## config.mk

```make
export PLATFORM = sky130hd
export DESIGN_NAME = fixmul_seq
export DESIGN_NICKNAME = d
export VERILOG_FILES = /design/src/rtl/fixmul_pkg.sv /design/src/rtl/fixmul_round_sat.sv /design/src/rtl/fixmul_seq.sv
export SDC_FILE = /design/constraint.sdc
export NUM_CORES = 1
export LEC_CHECK = 0
export BUFFER_PORTS_ARGS = -buffer_cell sky130_fd_sc_hd__buf_2
export CAP_MARGIN = 25
export CORE_UTILIZATION = 50
export CTS_CLUSTER_DIAMETER = 200
export DETAILED_ROUTE_END_ITERATION = 12
export PLACE_DENSITY_LB_ADDON = 0.1
export SKIP_CTS_REPAIR_TIMING = 1
export SKIP_LAST_GASP = 1
export SLEW_MARGIN = 20
export SYNTH_ARGS = -nofsm -noshare
export SYNTH_HDL_FRONTEND = slang
export SYNTH_SLANG_ARGS = --single-unit
```

## constraint.sdc

```tcl
create_clock -name ctl_clk -period 9.9 [get_ports ctl_clk]
set_clock_uncertainty 0.2 [all_clocks]
set_input_delay 0.99 -clock ctl_clk [delete_from_list [all_inputs] [get_ports ctl_clk]]
set_output_delay 0.99 -clock ctl_clk [all_outputs]
set_load 0.1 [all_outputs]
```

## src/rtl/fixmul_pkg.sv

```systemverilog
// fixmul_pkg: shared definitions for the sequential fixed-point multiplier.
//   - fixmul_state_e : controller states (IDLE, CALC, FINAL, DONE)
//   - default geometry localparams (K, ACC_W, rounding constant) for the
//     32-bit / Q24.8 / radix-1 configuration
//   - sat_limit()    : magnitude saturation limit for a given width and mode
package fixmul_pkg;

    typedef enum logic [1:0] {
        IDLE  = 2'd0,
        CALC  = 2'd1,
        FINAL = 2'd2,
        DONE  = 2'd3
    } fixmul_state_e;

    // Widest operand the helper functions are sized for.
    localparam int MAX_W = 64;
    localparam int LIM_W = 2 * MAX_W + 1;

    localparam int DEF_C_WIDTH     = 32;
    localparam int DEF_FIXED_POINT = 8;
    localparam int DEF_RADIX_BITS  = 1;
    localparam int K               = DEF_C_WIDTH / DEF_RADIX_BITS;
    localparam int ACC_W           = 2 * DEF_C_WIDTH + DEF_RADIX_BITS;
    localparam logic [LIM_W-1:0] RND_CONST = LIM_W'(1) << (DEF_FIXED_POINT - 1);

    // Largest result magnitude representable for the mode:
    //   unsigned          : 2^w - 1
    //   signed, positive  : 2^(w-1) - 1
    //   signed, negative  : 2^(w-1)
    function automatic logic [LIM_W-1:0] sat_limit(input int w, input logic s_en,
                                                   input logic sgn);
        logic [LIM_W-1:0] one;
        one = LIM_W'(1);
        if (!s_en) begin
            return (one << w) - one;
        end else if (sgn) begin
            return one << (w - 1);
        end else begin
            return (one << (w - 1)) - one;
        end
    endfunction

endpackage

```

## src/rtl/fixmul_round_sat.sv

```systemverilog
// fixmul_round_sat: combinational rounding, rescaling and saturation stage.
//   p        : 2*C_WIDTH-bit unsigned magnitude product
//   sign     : result is negative (only honoured when signed_en=1)
//   signed_en: two's-complement result
//   round_en : 1 = round half away from zero, 0 = truncate toward zero
//   y_next   : saturated, signed-corrected result
//   ovf_next : saturation occurred
module fixmul_round_sat
    import fixmul_pkg::*;
#(
    parameter int C_WIDTH     = 32,
    parameter int FIXED_POINT = 8
) (
    input  logic [2*C_WIDTH-1:0] p,
    input  logic                 sign,
    input  logic                 signed_en,
    input  logic                 round_en,
    output logic [C_WIDTH-1:0]   y_next,
    output logic                 ovf_next
);

    // One extra bit so the rounding add can never wrap.
    localparam int PW = 2 * C_WIDTH + 1;
    localparam logic [PW-1:0] RND = PW'(1) << (FIXED_POINT - 1);

    logic            neg;
    logic [PW-1:0]   r_val;
    logic [PW-1:0]   q_val;
    logic [PW-1:0]   lim;
    logic [C_WIDTH-1:0] clamped;

    always_comb begin
        neg      = sign & signed_en;
        // Rounding is applied to the magnitude, which makes it symmetric
        // (half away from zero) once the sign is restored.
        r_val    = {1'b0, p} + (round_en ? RND : '0);
        q_val    = r_val >> FIXED_POINT;
        lim      = PW'(sat_limit(C_WIDTH, signed_en, neg));
        ovf_next = (q_val > lim);
        clamped  = ovf_next ? lim[C_WIDTH-1:0] : q_val[C_WIDTH-1:0];
        // Negating a zero magnitude yields zero, so there is no -0.
        y_next   = neg ? -clamped : clamped;
    end

endmodule

```

## src/rtl/fixmul_seq.sv

```systemverilog
// fixmul_seq: sequential sign-magnitude fixed-point multiplier.
//   Consumes RADIX_BITS multiplier bits per CALC cycle (K = C_WIDTH/RADIX_BITS
//   cycles), then rounds/saturates in FINAL and holds the result in DONE.
//   Handshake: an operand set transfers on a rising edge with in_valid &
//   in_ready; a result transfers on a rising edge with out_valid & out_ready.
//   Neither side waits on the other combinationally, and a presented result
//   stays stable until it is taken.
// Ports:
//   ctl_clk, reset          : clock, synchronous active-high reset
//   in_valid/in_ready, a, b : operand handshake and operands
//   signed_en, round_en     : mode bits, sampled at acceptance only
//   out_valid/out_ready     : result handshake
//   y, ovf                  : result and saturation flag
//   busy                    : not IDLE
//   dbg_state               : current controller state
module fixmul_seq
    import fixmul_pkg::*;
#(
    parameter int C_WIDTH     = 32,
    parameter int FIXED_POINT = 8,
    parameter int RADIX_BITS  = 1
) (
    input  logic               ctl_clk,
    input  logic               reset,
    input  logic               in_valid,
    output logic               in_ready,
    input  logic [C_WIDTH-1:0] a,
    input  logic [C_WIDTH-1:0] b,
    input  logic               signed_en,
    input  logic               round_en,
    output logic               out_valid,
    input  logic               out_ready,
    output logic [C_WIDTH-1:0] y,
    output logic               ovf,
    output logic               busy,
    output fixmul_state_e      dbg_state
);

    localparam int KC    = C_WIDTH / RADIX_BITS;
    localparam int ACCW  = 2 * C_WIDTH + RADIX_BITS;
    localparam int PP_W  = C_WIDTH + RADIX_BITS;
    localparam int CNT_W = (KC > 1) ? $clog2(KC) : 1;
    localparam int LOG_R = $clog2(RADIX_BITS);

    if (!(RADIX_BITS == 1 || RADIX_BITS == 2 || RADIX_BITS == 4)) begin : g_bad_radix
        $error("fixmul_seq: RADIX_BITS must be 1, 2 or 4");
    end
    if (C_WIDTH % RADIX_BITS != 0) begin : g_bad_div
        $error("fixmul_seq: C_WIDTH must be a multiple of RADIX_BITS");
    end
    if (FIXED_POINT < 1 || FIXED_POINT > C_WIDTH - 1) begin : g_bad_fp
        $error("fixmul_seq: FIXED_POINT must be in 1..C_WIDTH-1");
    end
    if (C_WIDTH > MAX_W) begin : g_bad_w
        $error("fixmul_seq: C_WIDTH exceeds fixmul_pkg::MAX_W");
    end

    fixmul_state_e      state_q, state_d;
    logic [CNT_W-1:0]   cnt_q, cnt_d;
    logic [C_WIDTH-1:0] a_mag_q, a_mag_d;
    logic [C_WIDTH-1:0] b_rem_q, b_rem_d;   // |b|, shifted down as slices are consumed
    logic               sign_q, sign_d;
    logic               sgn_en_q, sgn_en_d;
    logic               rnd_en_q, rnd_en_d;
    logic [ACCW-1:0]    acc_q, acc_d;
    logic [C_WIDTH-1:0] y_q, y_d;
    logic               ovf_q, ovf_d;

    logic [PP_W-1:0]    pp;
    logic [CNT_W+2:0]   shamt;
    logic [ACCW-1:0]    acc_add;
    logic [C_WIDTH-1:0] y_next;
    logic               ovf_next;
    logic               acc_unused;

    // The accumulator's top RADIX_BITS are headroom; the final magnitude
    // always fits in 2*C_WIDTH bits.
    assign acc_unused = ^acc_q[ACCW-1:2*C_WIDTH];

    fixmul_round_sat #(
        .C_WIDTH    (C_WIDTH),
        .FIXED_POINT(FIXED_POINT)
    ) u_round_sat (
        .p        (acc_q[2*C_WIDTH-1:0]),
        .sign     (sign_q),
        .signed_en(sgn_en_q),
        .round_en (rnd_en_q),
        .y_next   (y_next),
        .ovf_next (ovf_next)
    );

    always_comb begin
        pp      = PP_W'(a_mag_q) * PP_W'(b_rem_q[RADIX_BITS-1:0]);
        // Slice i lands at bit i*RADIX_BITS; RADIX_BITS is a power of two.
        shamt   = {3'b000, cnt_q} << LOG_R;
        acc_add = ACCW'(pp) << shamt;
    end

    always_comb begin
        state_d  = state_q;
        cnt_d    = cnt_q;
        a_mag_d  = a_mag_q;
        b_rem_d  = b_rem_q;
        sign_d   = sign_q;
        sgn_en_d = sgn_en_q;
        rnd_en_d = rnd_en_q;
        acc_d    = acc_q;
        y_d      = y_q;
        ovf_d    = ovf_q;
        case (state_q)
            IDLE: begin
                if (in_valid) begin
                    a_mag_d  = (signed_en && a[C_WIDTH-1]) ? -a : a;
                    b_rem_d  = (signed_en && b[C_WIDTH-1]) ? -b : b;
                    sign_d   = signed_en & (a[C_WIDTH-1] ^ b[C_WIDTH-1]);
                    sgn_en_d = signed_en;
                    rnd_en_d = round_en;
                    acc_d    = '0;
                    cnt_d    = '0;
                    state_d  = CALC;
                end
            end
            CALC: begin
                acc_d   = acc_q + acc_add;
                b_rem_d = b_rem_q >> RADIX_BITS;
                cnt_d   = cnt_q + 1'b1;
                if (cnt_q == CNT_W'(KC - 1)) begin
                    state_d = FINAL;
                end
            end
            FINAL: begin
                y_d     = y_next;
                ovf_d   = ovf_next;
                state_d = DONE;
            end
            DONE: begin
                if (out_ready) begin
                    state_d = IDLE;
                end
            end
            default: state_d = IDLE;
        endcase
    end

    always_ff @(posedge ctl_clk) begin
        if (reset) begin
            state_q  <= IDLE;
            cnt_q    <= '0;
            a_mag_q  <= '0;
            b_rem_q  <= '0;
            sign_q   <= 1'b0;
            sgn_en_q <= 1'b0;
            rnd_en_q <= 1'b0;
            acc_q    <= '0;
            y_q      <= '0;
            ovf_q    <= 1'b0;
        end else begin
            state_q  <= state_d;
            cnt_q    <= cnt_d;
            a_mag_q  <= a_mag_d;
            b_rem_q  <= b_rem_d;
            sign_q   <= sign_d;
            sgn_en_q <= sgn_en_d;
            rnd_en_q <= rnd_en_d;
            acc_q    <= acc_d;
            y_q      <= y_d;
            ovf_q    <= ovf_d;
        end
    end

    assign in_ready  = (state_q == IDLE);
    assign busy      = (state_q != IDLE);
    assign out_valid = (state_q == DONE);
    assign y         = y_q;
    assign ovf       = ovf_q;
    assign dbg_state = state_q;

endmodule
```

# After elaboration in Yosys (flattened, before gate mapping)
# Cells that the tools add are included.
[totals] register_bits=172 input_bits=70 out_inout_bits=38
[classes] addsub=6 n_mul=1 n_lt_le_gt_ge=1 n_eq_ne=7 shifts=1 n_mux=17 bitwise=3 n_reduce_logical=8
[op_table] op="$mux W32" n=7
[op_table] op="$pmux W65 S2" n=1
[op_table] op="$neg A32 Y32" n=3
[op_table] op="$add A64 B65 Y65" n=1
[op_table] op="$add A65 B65 Y65" n=1
[op_table] op="$gt A57 B65 Y1" n=1
[op_table] op="$mux W65" n=1
[op_table] op="$shl A33 B5 Y65" n=1
[op_table] op="$pmux W32 S2" n=1
[op_table] op="$mul A32 B1 Y33" n=1
[op_table] op="$pmux W5 S2" n=1
[op_table] op="$mux W8" n=1
[op_table] op="$pmux W2 S4" n=1
[op_table] op="$mux W2" n=3
[op_table] op="$add A5 B1 Y5 const B" n=1
[op_table] op="$eq A5 B5 Y1 const B" n=1
[op_table] op="$mux W5" n=1
[op_table] op="$eq A2 B2 Y1 const B" n=2
[op_table] op="$ne A2 B2 Y1 const B" n=2
[op_table] op="$reduce_and A2 Y1" n=2
[op_table] op="$reduce_bool A2 Y1" n=2
[op_table] op="$reduce_and A3 Y1" n=1
[op_table] op="$and A1 B1 Y1" n=2
[op_table] op="$eq A2 B1 Y1 const B" n=1
[op_table] op="4 further kinds" n=5

# Logic depth before layout (Yosys ltp)
# Gate-level depths: netlist (run 1).
[depth] word_depth=7 mapped_depth=32

# Hierarchy
# Synthesis (run 1) repeated with hierarchy kept, for this count alone.
[unflattened] cells_unflattened=2258 area_unflattened_um2=16609.7
[modules_own_cells] module="fixmul_seq" instances=1 cells_each=1736 area_per_inst_um2=13100.1 seq_area_each_um2=3423.3
[modules_own_cells] module="fixmul_round_sat" instances=1 cells_each=522 area_per_inst_um2=3509.6 seq_area_each_um2=0.0

# Worst setup path before layout (run 1)
# No wires, ideal clock.
[synth_timing] kind="reg-to-reg" from="register acc_q[7]" to="register y_q[28], in the netlist y[28]" setup_time_ns=0.079 t_arrival_ns=6.571 required_time_ns=9.621 path_slack_ns=3.050 path_stages_with_launch=31 period_less_slack_ns=6.850 path_cell_list="dfxtp_1 and2_1 ha_1 nand3_1 or3_1 nor4_1 nand3_1 xor2_1 inv_1 ha_1 nand3_1 nor3_1 and4_1 o221ai_1 a211o_1 a2111o_1 or2_1 buf_6 clkbuf_1 clkbuf_1 o21ai_0 ha_1 clkbuf_1 nand4_1 or3_1 clkbuf_1 or2_2 o311a_1 o211ai_1 o21ai_0 nor3_1"
[synth_between] elab_chain_len=5
[synth_lines] item="start: declaration" line="fixmul_seq.sv:65" rtl="logic [ACCW-1:0] acc_q, acc_d;"
[synth_lines] item="start signal: assignment" line="fixmul_seq.sv:154" rtl="acc_q <= '0;"
[synth_lines] item="start signal: assignment" line="fixmul_seq.sv:165" rtl="acc_q <= acc_d;"
[synth_lines] item="$add A64 B65 Y65 (*)" line="fixmul_round_sat.sv:36" rtl="r_val = {1'b0, p} + (round_en ? RND : '0);"
[synth_lines] item="$gt A57 B65 Y1" line="fixmul_round_sat.sv:39" rtl="ovf_next = (q_val > lim);"
[synth_lines] item="$mux W32 (*)" line="fixmul_round_sat.sv:40" rtl="clamped = ovf_next ? lim[C_WIDTH-1:0] : q_val[C_WIDTH-1:0];"
[synth_lines] item="$neg A32 Y32" line="fixmul_round_sat.sv:42" rtl="y_next = neg ? -clamped : clamped;"
[synth_lines] item="$mux W32 (*)" line="fixmul_round_sat.sv:42"
[synth_lines] item="end signal: assignment" line="fixmul_seq.sv:166" rtl="y_q <= y_d;"
[synth_lines] item="end: declaration" line="fixmul_seq.sv:66" rtl="logic [C_WIDTH-1:0] y_q, y_d;"
# Mark *: on every way between the ends. The rest lies on a longest branch, timed or not.
# A chain may end at the register's enable or synchronous reset.

# Worst setup path after layout (run 1)
[layout_timing] from="register acc_q[7]" to="register y_q[20], in the netlist y[20]"
# The elaborated chain is that of the path after synthesis.

==> results of run 1 <==
-- synthesized netlist by cell type, types with 6 or more instances --
cell type / number
a311oi_1: 10
or4_1: 11
a31oi_1: 29
o22ai_1: 21
mux4_2: 19
mux2_2: 7
o211ai_1: 25
or3_1: 25
ha_1: 105
and4_1: 9
xor2_1: 72
clkbuf_1: 105
and2_1: 21
o221ai_1: 7
o41ai_1: 13
nor2b_1: 9
a222oi_1: 22
inv_1: 47
nand2b_1: 29
o21a_1: 8
a21o_1: 47
or2_2: 15
nor3_1: 49
nor3b_1: 7
nand4_1: 39
dfxtp_1: 171
a21oi_1: 140
nand3_1: 83
a32oi_1: 6
o31ai_1: 17
buf_1: 12
a211o_1: 10
nand2_1: 194
xnor2_1: 81
o21bai_1: 12
buf_2: 6
nor2_1: 235
a211oi_1: 43
a22oi_1: 35
mux2i_1: 43
nor4_1: 33
and3_1: 25
o21ai_0: 149
-- layer usage --
layer / track usage (%) / part of all wire, % / up-vias
met5: 0 / 0 / -
li1: - / - / 7908
met2: 46.70 / 45 / 506
met4: 11.48 / 3.0 / 0
met1: 39.40 / 47 / 7483
met3: 3.667 / 5.1 / 78
-- critical path: cells and delay by family (launching register included) --
family                     cells  cell delay, ns
AOI/OAI and AO/OA              7            1.29
xor gates and xnor gates       1            0.30
adders and majority gates      3            0.88
buffers and inverters          2            0.41
DFF                            1            0.41
and+or+nand+nor               14            4.05
-- path summary, 6_finish.rpt --
| check | to | cells after the start |
|---|---|---|
| setup / recovery | y[20] | 27 |
| hold / removal | y[24] | 2 |
| setup reg to reg | y[20] | 27 |
| hold reg to reg | y[24] | 2 |
-- metrics by stage --
step | setup WS [ns] | hold WS [ns] | utilization [%] | std cells
floorplan | 3.050 | 0.2313 | - | 2110
global placement | 2.555 | 0.2296 | 53.31 | 2502
detailed placement | 2.349 | 0.2345 | 53.31 | 2502
CTS | 2.297 | 0.2443 | 55.24 | 2534
global route | 1.717 | 0.2625 | 55.30 | 2535
finish | 2.216 | 0.2415 | 55.30 | 2535
-- flip-flops by register name, summed over array words and instances (netlist names), 2 cells and up --
name and flops:
dbg_state 2, cnt_q 5, b_rem_q 32, acc_q 64
a_mag_q 32, y 32
-- kinds of logic after synthesis --
logic type               count (synthesis)
AND/OR/NAND/NOR                        799
buffers and inverters                  178
flip-flops                             171
AO/OA/AOI/OAI                          634
XOR/XNOR                               153
adder cells (fa/ha/maj)                106
multiplexers                            69
-- power by group --
part	internal [mW]	switching, mW	total, mW
logic	0.386	0.864	1.25
clock network	0.384	0.320	0.703
registers	0.799	0.112	0.911
total	1.57	1.30	2.86
-- final cells by class --
type	instances	area, um2
well taps	396	495.5
inverters	50	187.7
clock inverters	14	155.1
clock buffers	18	439.2
repair buffers	125	680.7
fillers	3026	13780
multi-input cells	1761	11660
flip-flops and latches	171	3427
==> impl_metrics.csv, run 1 <==
group,metric,value,unit
power,p_leak,7.337,nW
layout,diodes,0,
sta,hold_viol,0,
die,die_y,179.6,um
sta,setup_violations,0,
clock_tree,cts.sinks,171,
clock_tree,cts.path.max_buffers,2,
run_status,violations,"DRC",
power,total_power,2.865,mW
placed_design,placement.io_buffers,107,
placed_design,dp_hpwl,36240,um
layout,fin_nets,2302,
logic_synthesis,synth_area,0.01577,mm2
drt,route.detailed.drc,5,
die,fp.dieArea,0.03226,mm2
clock_tree,h-tree-depth,4,
die,num_rows,64,
layout,design_area,0.01705,mm2
global_routing,grt_pass1_vias,14440,
placed_design,place_area,0.01644,mm2
logic_synthesis,synth_cell_types,78,
worst_setup_path,r2r_setup_slack,2.22,ns
logic_synthesis,ys_seq_area_share,21.70,%
worst_setup_path,worstReg2RegStart,"acc_q[7]",
drt,drtAntennaViolNets,0,
worst_setup_path,worstSetupEndpointType,"register",
worst_setup_path,critPathMaxFanout,44,
global_routing,antenna_found_initial,0,
logic_synthesis,synth_warnings,0,
clock_tree,cts_buffers,17,
worst_setup_path,slowest_stage,"nor4_1",
hold_path,hold_start,"y[24]",
global_routing,grt-ovfl-total,0,
logic_synthesis,synthXorXnorAreaFrac,8.496,%
logic_synthesis,synth_top_area_share,21.70,%
clock_tree,cts_tree,"yes",
sta,drv_slew,0,
sta,worst_slew_pin_slew,0.9925,ns
power,irDropWorstVdd,0.4951,mV
global_routing,track_usage,29.02,%
job,cap_violations,0,
logic_synthesis,synth-edff-count,0,
layout,area_growth,8.083,%
clock_tree,cts_root_buffer,"clkbuf_16",
clock_tree,path_clk_slew,0.07,ns
layout,final_cell_mix,"nor2_1 (234), nand2_1 (194), dfxtp_1 (170), o21ai_0 (148), a21oi_1 (139)",
drt,vias_per_cell,6.302,
layout,drive_gt1_share,10.14,%
sta,clock.fmax,130.1,MHz
clock_tree,clock_latency,0.46,ns
logic_synthesis,syn_avg_cell_area,7.475,um2
logic_synthesis,synthSimpleGateAreaFrac,24.54,%
worst_setup_path,cp.arrival,7.83,ns
logic_synthesis,muxShareOfSynthArea,5.942,%
logic_synthesis,synth_compound_area_share,26.37,%
global_routing,grt_max_degree,85,
logic_synthesis,netlist_instances,2110,
sta,tns,0,ns
drt,wl,47790,um
drt,routedWlPerCell,18.85,um
hold_path,hold_class,"register to register",
die,coreArea,0.03083,mm2
sta,fin_crit,7.684,ns
worst_setup_path,startpoint_type,"register",
sta,finalCritPeriodShare,77.62,%
worst_setup_path,crit_path_start,"acc_q[7]",
drt,dr.pass1.iters,10,
logic_synthesis,async_flop_share,0,%
logic_synthesis,synthAdderAreaFrac,8.456,%
die,io_pins,108,
layout,final_common_cell,"nor2_1",
worst_setup_path,cp.required,10.05,ns
logic_synthesis,synth_top_cell_by_area,"dfxtp_1",
worst_setup_path,path_class,"register to register",
die,initial_utilization,51.16,%
placed_design,place.gp.congestion,0.9304,
logic_synthesis,synth_top_family_by_area,"compound AO/OA/AOI/OAI gates",
power,p_per_area,168.0,mW/mm2
die,die_w,179.6,um
logic_synthesis,yosys-top-cells-area,"dfxtp_1 (22%), ha_1 (8.3%), nor2_1 (5.6%), o21ai_0 (4.7%), nand2_1 (4.6%)",
logic_synthesis,synth_seq_cells,171,
drt,drt_iter0_markers,1205,
run_status,status,"finished with violations",
sta,relSlewSlack,33.76,%
logic_synthesis,mappedNetlistNets,2286,
sta,rsz0062_at_grt,"no",
logic_synthesis,synth_ff_type,"dfxtp_1",
worst_setup_path,slowest_delay,0.83,ns
global_routing,grt_pass1_wl,75960,um
drt,num_vias,15980,
Note: power is estimated with default switching activity, not from simulation.
==> run 2, diff against run 1 <==
--- a/config.mk
+++ b/config.mk
@@ -5,6 +5,7 @@
 export SDC_FILE = /design/constraint.sdc
 export NUM_CORES = 1
 export LEC_CHECK = 0
+export ABC_AREA = 1
 export BUFFER_PORTS_ARGS = -buffer_cell sky130_fd_sc_hd__buf_2
 export CAP_MARGIN = 25
 export CORE_UTILIZATION = 50
==> constraint.sdc (replaced) <==
create_clock -name ctl_clk -period 8 [get_ports ctl_clk]
set_clock_uncertainty 0.2 [all_clocks]
set_input_delay 0.8 -clock ctl_clk [delete_from_list [all_inputs] [get_ports ctl_clk]]
set_output_delay 0.8 -clock ctl_clk [all_outputs]
set_load 0.1 [all_outputs]
==> run 2 against run 1 <==
Effect of this change: the flow now finishes without violations; non-clock buffer count stayed put; sequential power up 13%; die area grew 11%; worst setup slack got worse by 0.32 ns; hold slack gained 0.024 ns; utilization down 0.53 points.
==> impl_metrics.csv, run 2 <==
group,metric,value,unit
logic_synthesis,yosysMostFrequentCell,"nand2_1",
logic_synthesis,yosys-top-cells-count,"nand2_1 (744), nor2_1 (330), inv_1 (321)",
drt,num_vias,20060,
drt,vias_per_cell,5.742,
global_routing,track_usage,33.93,%
hold_path,hold_class,"register to register",
run_status,status,"complete, no violations",
logic_synthesis,synth_area,0.01757,mm2
logic_synthesis,synthAdderAreaFrac,7.592,%
clock_tree,cts.sinks,171,
sta,relSlewSlack,36.14,%
die,die_w,189.5,um
sta,setup_violations,0,
drt,dr.pass1.iters,7,
clock_tree,cts_buffers,17,
drt,met3_length,4179,um
power,p_leak,8.925,nW
placed_design,preCtsSetupSlack,2.090,ns
power,p_per_area,161.3,mW/mm2
placed_design,placement.io_buffers,107,
logic_synthesis,synthXorXnorAreaFrac,3.739,%
logic_synthesis,synth_top_cell_by_area,"dfxtp_1",
global_routing,grt_pass1_wl,96330,um
clock_tree,h-tree-depth,4,
sta,finalWorstSetupSlack,1.892,ns
logic_synthesis,synthSimpleGateAreaFrac,35.89,%
layout,final_cell_mix,"nand2_1 (744), nor2_1 (329), inv_1 (319), a21oi_1 (298), o21ai_0 (263)",
drt,wirelength_met1,28430,um
logic_synthesis,muxShareOfSynthArea,1.595,%
placed_design,dp_hpwl,48790,um
job,cap_violations,0,
clock_tree,path_clk_slew,0.08,ns
logic_synthesis,ys_seq_area_share,19.48,%
die,fp.dieArea,0.03589,mm2
drt,routedWlPerCell,17.60,um
layout,drive_gt1_share,8.262,%
drt,route.detailed.drc,0,
logic_synthesis,syn_avg_cell_area,5.858,um2
sta,tns,0,ns
worst_setup_path,critPathMaxFanout,29,
die,die_y,189.5,um
layout,diodes,0,
logic_synthesis,yosys-top-cells-area,"dfxtp_1 (19%), nand2_1 (16%), a21oi_1 (8.5%), o21ai_0 (7.5%), ha_1 (7.5%)",
logic_synthesis,synth_ff_type,"dfxtp_1",
layout,area_growth,7.684,%
logic_synthesis,synth_cell_types,54,
sta,hold_viol,0,
logic_synthesis,async_flop_share,0,%
logic_synthesis,netlist_instances,2999,
worst_setup_path,cp.required,8.12,ns
clock_tree,cts.path.max_buffers,2,
worst_setup_path,startpoint_type,"register",
sta,finalCritPeriodShare,76.35,%
placed_design,place_area,0.01833,mm2
logic_synthesis,mappedNetlistNets,3175,
worst_setup_path,path_class,"register to register",
logic_synthesis,synth_top_family_by_area,"simple AND/OR/NAND/NOR gates",
sta,clock.fmax,163.7,MHz
logic_synthesis,synth_compound_area_share,21.61,%
die,initial_utilization,50.86,%
sta,fin_crit,6.108,ns
layout,final_common_cell,"nand2_1",
sta,worst_slew_pin_slew,0.9580,ns
drt,drtAntennaViolNets,0,
drt,wl,61470,um
logic_synthesis,synth_seq_cells,171,
clock_tree,cts_tree,"yes",
worst_setup_path,worstSetupEndpointType,"register",
logic_synthesis,synth_top_area_share,19.48,%
global_routing,grt_pass1_vias,17960,
drt,met2_length,27120,um
sta,rsz0062_at_grt,"no",
clock_tree,clock_latency,0.47,ns
die,io_pins,108,
power,irDropWorstVdd,0.3981,mV
die,num_rows,68,
layout,nFillCells,3678,
drt,top_layer_used,"met4",
drt,drt_iter0_markers,1816,
logic_synthesis,synth_warnings,0,
layout,fin_nets,3202,
global_routing,grt_max_degree,77,
global_routing,grt-ovfl-total,0,
placed_design,place.gp.congestion,1.024,
global_routing,antenna_found_initial,0,
sta,drv_slew,0,
layout,largest_reg_flops,64,
worst_setup_path,cp.arrival,6.22,ns
layout,design_area,0.01892,mm2
clock_tree,cts_root_buffer,"clkbuf_16",
layout,largest_register,"acc_q",
die,coreArea,0.03454,mm2
logic_synthesis,synth-edff-count,0,
==> run 2: cells by family (layout without fill, tap and decap cells) <==
kind of cell | Yosys count | after routing
adder cells (fa/ha/maj) | 106 | 106
XOR/XNOR | 75 | 75
AND/OR/NAND/NOR | 1457 | 1457
flip-flops | 171 | 171
multiplexers | 28 | 28
AO/OA/AOI/OAI | 701 | 701
buffers and inverters | 461 | 500
==> run 2: worst paths after layout <==
check               to  depth (start not counted)  startpoint  slack [ns]
max          acc_q[61]                         24    cnt_q[1]        1.89
min              y[25]                          2       y[25]        0.27
max reg2reg  acc_q[61]                         24    cnt_q[1]        1.89
min reg2reg      y[25]                          2       y[25]        0.27
==> run 2: where the power goes <==
group	switching [mW]	total (mW)	internal, mW
Sequential	0.0752	1.03	0.958
Clock	0.428	0.846	0.418
Combinational	0.876	1.17	0.296
==> run 2: metal layers <==
layer  up-vias  track usage, %
met5         -               0
met4         0           11.48
met3        93           3.781
met2       740           54.21
met1      9200           47.10
li1      10020               -
==> run 2: layout make-up <==
class	instances	area, um2	area share [%]
multi-input combinational	2367	12380	65.43
sequential	171	3423	18.09
inverter	344	1291	6.825
timing repair buffer	125	693.2	3.664
tap	455	569.3	3.009
clock buffer	18	439.2	2.321
clock inverter	13	123.9	0.6547
==> run 2: metrics by stage <==
step | total power [mW] | utilization (%) | std cells | hold WS (ns)
2_1_floorplan | 1.887 | - | 2999 | 0.2422
3_3_place_gp | 2.169 | 53.06 | 3461 | 0.2502
3_5_place_dp | 2.195 | 53.06 | 3461 | 0.2546
4_1_cts | 3.037 | 54.69 | 3492 | 0.2657
5_1_grt | 3.212 | 54.77 | 3493 | 0.2750
6_report | 3.051 | 54.77 | 3493 | 0.2653
==> run 2: critical path: stages (launching register included) <==
cell	delay, ns
dfxtp_1	0.87
clkinv_1	0.53
buf_4	0.36
o21ai_0	0.44
o21ai_0	0.18
o21ai_0	0.34
nor2_1	0.11
ha_1	0.38
nand2_1	0.09
nor2_1	0.13
nand2_1	0.06
o21ai_0	0.47
nand3_1	0.13
nand2_1	0.16
a21boi_0	0.15
inv_1	0.12
nand2_1	0.06
nand2_1	0.13
a21boi_0	0.16
o21ai_0	0.46
a21oi_1	0.16
inv_1	0.08
nand2_1	0.05
nand3_1	0.07
a21oi_1	0.07
